<file path="src/rtl/snake_pkg.sv">
// Shared encodings for the snake body engine.
// Direction, game state and query-result codes plus the reverse-direction helper.
package snake_pkg;

  localparam logic [1:0] DIR_UP    = 2'd0;
  localparam logic [1:0] DIR_DOWN  = 2'd1;
  localparam logic [1:0] DIR_LEFT  = 2'd2;
  localparam logic [1:0] DIR_RIGHT = 2'd3;

  typedef enum logic [1:0] {
    ST_IDLE = 2'd0,
    ST_RUN  = 2'd1,
    ST_DEAD = 2'd2
  } st_e;

  localparam logic [1:0] Q_EMPTY = 2'd0;
  localparam logic [1:0] Q_HEAD  = 2'd1;
  localparam logic [1:0] Q_BODY  = 2'd2;

  // up<->down and left<->right differ only in bit 0
  function automatic logic [1:0] rev_dir(input logic [1:0] d);
    return {d[1], ~d[0]};
  endfunction

endpackage

</file>
<file path="src/rtl/snake_tick_gen.sv">
// Move-tick generator: counts TICK_DIV cycles while enabled.
// Synchronous clear restarts the period; tick is high on the terminal count.
module snake_tick_gen #(
  parameter int TICK_DIV = 12_500_000
) (
  input  logic clk,
  input  logic rst,
  input  logic i_en,
  input  logic i_clr,
  output logic o_tick
);

  localparam int CW = $clog2(TICK_DIV);
  localparam logic [CW-1:0] TC = CW'(TICK_DIV - 1);

  logic [CW-1:0] r_cnt;

  always_ff @(posedge clk or negedge rst) begin
    if (!rst) begin
      r_cnt <= '0;
    end else if (i_clr) begin
      r_cnt <= '0;
    end else if (i_en) begin
      r_cnt <= (r_cnt == TC) ? '0 : r_cnt + CW'(1);
    end
  end

  assign o_tick = i_en && (r_cnt == TC);

endmodule

</file>
<file path="src/rtl/snake_engine.sv">
// Snake body engine: ring-buffer body, move/grow/collision and cell queries.
// Define SNAKE_WRAP_EN to wrap at the playfield edges instead of dying.
module snake_engine
  import snake_pkg::*;
#(
  parameter int GRID_W   = 40,
  parameter int GRID_H   = 30,
  parameter int MAX_LEN  = 16,
  parameter int INIT_LEN = 3,
  parameter int TICK_DIV = 12_500_000,
  parameter int XW       = $clog2(GRID_W),
  parameter int YW       = $clog2(GRID_H),
  parameter int LW       = $clog2(MAX_LEN + 1)
) (
  input  logic          clk,
  input  logic          rst,
  input  logic          start,
  input  logic          dir_valid,
  input  logic [1:0]    dir,
  input  logic [XW-1:0] apple_x,
  input  logic [YW-1:0] apple_y,
  input  logic [XW-1:0] query_x,
  input  logic [YW-1:0] query_y,
  output logic [1:0]    query_hit,
  output logic [XW-1:0] head_x,
  output logic [YW-1:0] head_y,
  output logic [LW-1:0] length,
  output logic [1:0]    state,
  output logic          ate,
  output logic          dead
);

  localparam int PW = (MAX_LEN > 1) ? $clog2(MAX_LEN) : 1;
  localparam logic [XW:0]    GW    = (XW+1)'(GRID_W);
  localparam logic [YW:0]    GH    = (YW+1)'(GRID_H);
  localparam logic [LW-1:0]  LMAX  = LW'(MAX_LEN);
  localparam logic [PW-1:0]  PLAST = PW'(MAX_LEN - 1);

  logic [XW-1:0] r_sx [MAX_LEN];
  logic [YW-1:0] r_sy [MAX_LEN];
  logic [PW-1:0] r_hp;
  logic [LW-1:0] r_len;
  logic [1:0]    r_dir, r_pend, r_q;
  logic          r_ate, r_dead;
  st_e           r_state, w_state_nx;

  logic          w_run, w_load, w_tick, w_move;
  logic [XW-1:0] w_hx, w_nx;
  logic [YW-1:0] w_hy, w_ny;
  logic [XW:0]   w_nx_raw;
  logic [YW:0]   w_ny_raw;
  logic          w_wall_hit, w_body, w_hit, w_grow, w_vac;
  logic          w_qhead, w_qbody;
  logic [PW-1:0] w_hp_nx;
  logic [PW-1:0] w_age [MAX_LEN];
  logic          w_act [MAX_LEN];
  logic          w_tail [MAX_LEN];

  function automatic logic [XW-1:0] init_x(input int k);
    return XW'(GRID_W / 2 - INIT_LEN + 1 + k);
  endfunction

  snake_tick_gen #(.TICK_DIV(TICK_DIV)) u_tick (
    .clk    (clk),
    .rst    (rst),
    .i_en   (w_run),
    .i_clr  (w_load),
    .o_tick (w_tick)
  );

  always_ff @(posedge clk or negedge rst) begin
    if (!rst) r_state <= ST_IDLE;
    else      r_state <= w_state_nx;
  end

  always_comb begin
    w_state_nx = r_state;
    unique case (r_state)
      ST_IDLE: if (start) w_state_nx = ST_RUN;
      ST_RUN:  if (w_tick && w_hit) w_state_nx = ST_DEAD;
      ST_DEAD: if (start) w_state_nx = ST_RUN;
      default: w_state_nx = ST_IDLE;
    endcase
  end

  always_comb begin
    w_run  = (r_state == ST_RUN);
    w_load = start && (r_state != ST_RUN);
  end

  assign w_move  = w_tick && w_run;
  assign w_hx    = r_sx[r_hp];
  assign w_hy    = r_sy[r_hp];
  assign w_hp_nx = (r_hp == PLAST) ? '0 : r_hp + PW'(1);

  // Extra top bit turns an underflow at column/row 0 into a large value
  always_comb begin
    w_nx_raw = {1'b0, w_hx};
    w_ny_raw = {1'b0, w_hy};
    unique case (r_pend)
      DIR_UP:    w_ny_raw = {1'b0, w_hy} - (YW+1)'(1);
      DIR_DOWN:  w_ny_raw = {1'b0, w_hy} + (YW+1)'(1);
      DIR_LEFT:  w_nx_raw = {1'b0, w_hx} - (XW+1)'(1);
      DIR_RIGHT: w_nx_raw = {1'b0, w_hx} + (XW+1)'(1);
      default:   w_nx_raw = {1'b0, w_hx};
    endcase
`ifdef SNAKE_WRAP_EN
    if (w_nx_raw == GW)     w_nx = '0;
    else if (w_nx_raw > GW) w_nx = XW'(GRID_W - 1);
    else                    w_nx = w_nx_raw[XW-1:0];
    if (w_ny_raw == GH)     w_ny = '0;
    else if (w_ny_raw > GH) w_ny = YW'(GRID_H - 1);
    else                    w_ny = w_ny_raw[YW-1:0];
    w_wall_hit = 1'b0;
`else
    w_nx = w_nx_raw[XW-1:0];
    w_ny = w_ny_raw[YW-1:0];
    w_wall_hit = (w_nx_raw >= GW) || (w_ny_raw >= GH);
`endif
  end

  assign w_grow = (w_nx == apple_x) && (w_ny == apple_y);
  assign w_vac  = !w_grow || (r_len == LMAX);

  always_comb begin
    for (int j = 0; j < MAX_LEN; j++) begin
      w_age[j] = (r_hp >= PW'(j)) ? r_hp - PW'(j)
                                  : PW'(int'(r_hp) + MAX_LEN - j);
      w_act[j]  = LW'(w_age[j]) < r_len;
      w_tail[j] = LW'(w_age[j]) == (r_len - LW'(1));
    end
  end

  // The tail cell is free to enter when it vacates on this move
  always_comb begin
    w_body  = 1'b0;
    w_qhead = 1'b0;
    w_qbody = 1'b0;
    for (int j = 0; j < MAX_LEN; j++) begin
      if (w_act[j] && !(w_tail[j] && w_vac) &&
          r_sx[j] == w_nx && r_sy[j] == w_ny)
        w_body = 1'b1;
      if (w_act[j] && r_sx[j] == query_x && r_sy[j] == query_y) begin
        if (PW'(j) == r_hp) w_qhead = 1'b1;
        else                w_qbody = 1'b1;
      end
    end
  end

  assign w_hit = w_wall_hit || w_body;

  always_ff @(posedge clk or negedge rst) begin
    if (!rst) begin
      for (int k = 0; k < MAX_LEN; k++) begin
        r_sx[k] <= init_x(k);
        r_sy[k] <= YW'(GRID_H / 2);
      end
      r_hp   <= PW'(INIT_LEN - 1);
      r_len  <= LW'(INIT_LEN);
      r_dir  <= DIR_RIGHT;
      r_pend <= DIR_RIGHT;
      r_ate  <= 1'b0;
      r_dead <= 1'b0;
      r_q    <= Q_EMPTY;
    end else begin
      r_ate  <= w_move && !w_hit && w_grow;
      r_dead <= w_move && w_hit;
      r_q    <= w_qhead ? Q_HEAD : (w_qbody ? Q_BODY : Q_EMPTY);
      if (w_load) begin
        for (int k = 0; k < MAX_LEN; k++) begin
          r_sx[k] <= init_x(k);
          r_sy[k] <= YW'(GRID_H / 2);
        end
        r_hp   <= PW'(INIT_LEN - 1);
        r_len  <= LW'(INIT_LEN);
        r_dir  <= DIR_RIGHT;
        r_pend <= DIR_RIGHT;
      end else begin
        if (w_move && !w_hit) begin
          r_sx[w_hp_nx] <= w_nx;
          r_sy[w_hp_nx] <= w_ny;
          r_hp          <= w_hp_nx;
          if (w_grow && r_len != LMAX) r_len <= r_len + LW'(1);
        end
        if (w_move) r_dir <= r_pend;
        // A request in the tick cycle is judged against the direction being committed
        if (dir_valid && dir != rev_dir(w_move ? r_pend : r_dir))
          r_pend <= dir;
      end
    end
  end

  assign query_hit = r_q;
  assign head_x    = w_hx;
  assign head_y    = w_hy;
  assign length    = r_len;
  assign state     = r_state;
  assign ate       = r_ate;
  assign dead      = r_dead;

endmodule
</file>
<file path="config.mk">
export PLATFORM = sky130hd
export DESIGN_NAME = snake_engine
export DESIGN_NICKNAME = d
export VERILOG_FILES = /design/src/rtl/snake_pkg.sv /design/src/rtl/snake_tick_gen.sv /design/src/rtl/snake_engine.sv
export SDC_FILE = /design/constraint.sdc
export NUM_CORES = 1
export LEC_CHECK = 0
export ABC_AREA = 1
export ABC_CLOCK_PERIOD_IN_PS = 4000
export CORE_UTILIZATION = 25
export DETAILED_ROUTE_END_ITERATION = 7
export PLACE_DENSITY = 0.37
export SYNTH_ARGS = -nofsm -noshare
export SYNTH_HDL_FRONTEND = slang
export SYNTH_SLANG_ARGS = --single-unit
</file>
<file path="constraint.sdc">
create_clock -name clk -period 4 [get_ports clk]
set_input_delay 1 -clock clk [delete_from_list [all_inputs] [get_ports clk]]
set_output_delay 1 -clock clk [all_outputs]
set_load 0.05 [all_outputs]
</file>
==> impl_metrics.ini <==
[critical_path]
path_max_fanout = 7
crit_arrival_ns = 5.55
critPathKind = reg2reg
worstPathRequired_ns = 4.50
r2r_cells = 32
crit_cells = 32
worst_setup_path_end_kind = flip-flop
crit_path_max_incr_delay_ns = 0.52
path_delay_family = simple AND/OR/NAND/NOR gates
critPathLaunchType = flip-flop
worst-path-buf-inv = 10
critPathSlowestCell = dfrtp_4

[finish]
final_cell_area_um2 = 31500
layout_commonest_cell = nand2_1
fillerInstances = 8380
area_growth_pct = 55.7
finalNetCount = 3824
most-common-layout-cells = nand2_1, buf_4, nand3_1
layout-drive-gt1-share = 0.334
utilization = 0.396

[logic_synthesis]
yosysWarnings = 0
syn_inst = 3085
synth_seq_cells = 219
synthMuxAreaShare = 0
yosysTopAreaCell = dfstp_2
synth_edf_count = 0
yosys-top-cells-area = dfstp_2, nand2_1, nand3_1
ys_seq_area_frac = 0.279
synth_area_um2 = 20200
synthSimpleGateAreaFrac = 0.387
synth_top_family_by_area = simple AND/OR/NAND/NOR gates
synth_compound_area_frac = 0.0974
synth.net_count = 3173
synth_area_per_cell_um2 = 6.55
synth-xor-area-share = 0.0945
synthAdderAreaFrac = 0.0379
ys_types = 50
synthArstFlopShare = 1.00
synth_top_area_share = 0.155
synth_flop_cell = dfstp_2

[flow_run]
max_cap_viol_count = 0

[power]
power_density_nw_per_um2 = 579
ir_drop_v = 0.000297
p_leak_nw = 14.9

[global_route]
grt_pass1_vias = 24227
antenna_found_initial = 4
grt_pass1_wl_um = 175000
grtUsageTotal = 0.294
overflow = 0
grt_start_max_net_pins = 102

[clock_tree]
cts_root_buffer = clkbuf_16
clock-sinks = 219
cts_made_buffers = 34
tritoncts = done
ctsHtreeMaxLevel = 2
clk_pin_slew_ns = 0.07
holdBufCountCts = 0
cts.path.max_buffers = 3
clk_latency_ns = 0.58

[timing]
hold_viol_final = 0
finalMaxSlewViolations = 0
worst_slew_pin_slew_ns = 0.923
timing.final.crit_share = 1.26
fin_tns_setup_ns = -185.82
slew-limit-headroom = 0.385
setup_ws_ns = -1.06
fmax_mhz = 198
setup_violations = 191
rsz0062_at_grt = true
min_period_ns = 5.06
clock_skew_ns = 0.0267

[floorplanning]
die_h_um = 286
core_um2 = 79500
die-area_um2 = 82000
pin_count = 50
row_count = 103
die_w_um = 286
initial_core_util = 0.254

[place]
dp_slack_ns = -1.71
placed_cell_area_um2 = 27100
dp_hpwl_um = 89300
gp_congestion = 0.955
io_buffers = 49

[hold_path]
min_path_type = in2async

[routing]
drt_iter0_drc = 2548
via_count = 25304
drc = 0
wire_per_inst_um = 26.1
wl_um = 125000
dr.pass1.iters = 7
final_antenna_net_count = 0
viasPerCell = 5.26

[status]
status = finished, violations left
failed_checks = setup timing
-- state kept, by name (all words and copies together), names as in the netlist --
name,cells
r_sx,96
r_sy,80
u_tick.r_cnt,24
length,5
r_hp,4
query_hit,2
r_dir,2
r_pend,2
state,2
ate,1
dead,1
-- layout make-up --
class | instances | area, um^2 | area share
multi-input cells | 2373 | 14000 | 0.445
repair buffers | 811 | 8250 | 0.262
clock buffers | 53 | 1010 | 0.0322
diodes | 2 | 5.00 | 0.000159
clock inverters | 9 | 96.3 | 0.00306
flip-flops and latches | 219 | 5630 | 0.179
well taps | 1050 | 1310 | 0.0418
inverters | 297 | 1150 | 0.0366
-- cell families after synthesis --
logic type                 after synthesis
and+or+nand+nor                       1743
buffers and inverters                  494
AOI/OAI and AO/OA                      351
DFF                                    219
xor gates and xnor gates               218
adders and majority gates               60
-- where the power goes --
part | total (W) | internal (W) | switching (W)
clock | 0.00310 | 0.00182 | 0.00128
sequential | 0.00267 | 0.00250 | 0.000171
combinational | 0.0125 | 0.00523 | 0.00723
total | 0.0182 | 0.00954 | 0.00869
-- through the flow --
stage	hold slack (ns)	total power [W]	instances
global route	0.538	0.0189	4812
detailed placement	0.485	0.0129	4640
global placement	0.488	0.0130	4640
floorplan	0.471	0.00716	3085
finish	0.478	0.0182	4814
CTS	0.498	0.0174	4772
-- worst paths after layout --
| path | startpoint | end | slack [ns] |
|---|---|---|---|
| max in group asynchronous | rst | r_sy[22] | 2.53 |
| min in group clk | state[0] | state[0] | 0.49 |
| hold / removal | rst | r_sx[50] | 0.48 |
| setup reg to reg | r_hp[0] | r_sy[65] | -1.06 |
| setup / recovery | r_hp[0] | r_sy[65] | -1.06 |
| hold reg to reg | state[0] | state[0] | 0.49 |
-- per-layer routing --
layer  GRT usage  up-vias  part of all wire
li1            -    11556                 -
met1       0.406    12383              0.44
met2       0.455     1145              0.44
met3      0.0474      216             0.077
met4       0.114        4             0.045
met5           0        -           0.00013
-- timing repair --
| action | 4_1_cts | 5_1_grt |
|---|---|---|
| setup buffers | 59 | 28 |
| endpoints found under the setup margin | 192 | 192 |
| resized for setup | 189 | 228 |
| gates cloned | 11 | 17 |
| pin swaps | 65 | 121 |
-- synth_stat cells, types with 6 or more instances --
master	instances
nor2_1	239
buf_1	26
nand2_1	748
o22ai_1	25
and3_1	6
nand3b_1	10
nand4_1	126
xnor2_1	55
a21oi_1	59
or2_2	14
nor3b_1	6
xor2_1	163
o211ai_1	15
a2111oi_0	9
buf_2	49
o32ai_1	6
nor3_1	38
buf_4	17
clkbuf_1	86
buf_6	19
nand3_1	513
dfstp_2	119
o21ai_0	208
ha_1	58
dfrtp_1	100
nand2_2	7
inv_1	291
nor4_1	29
Note: power is estimated with default switching activity, not from simulation.
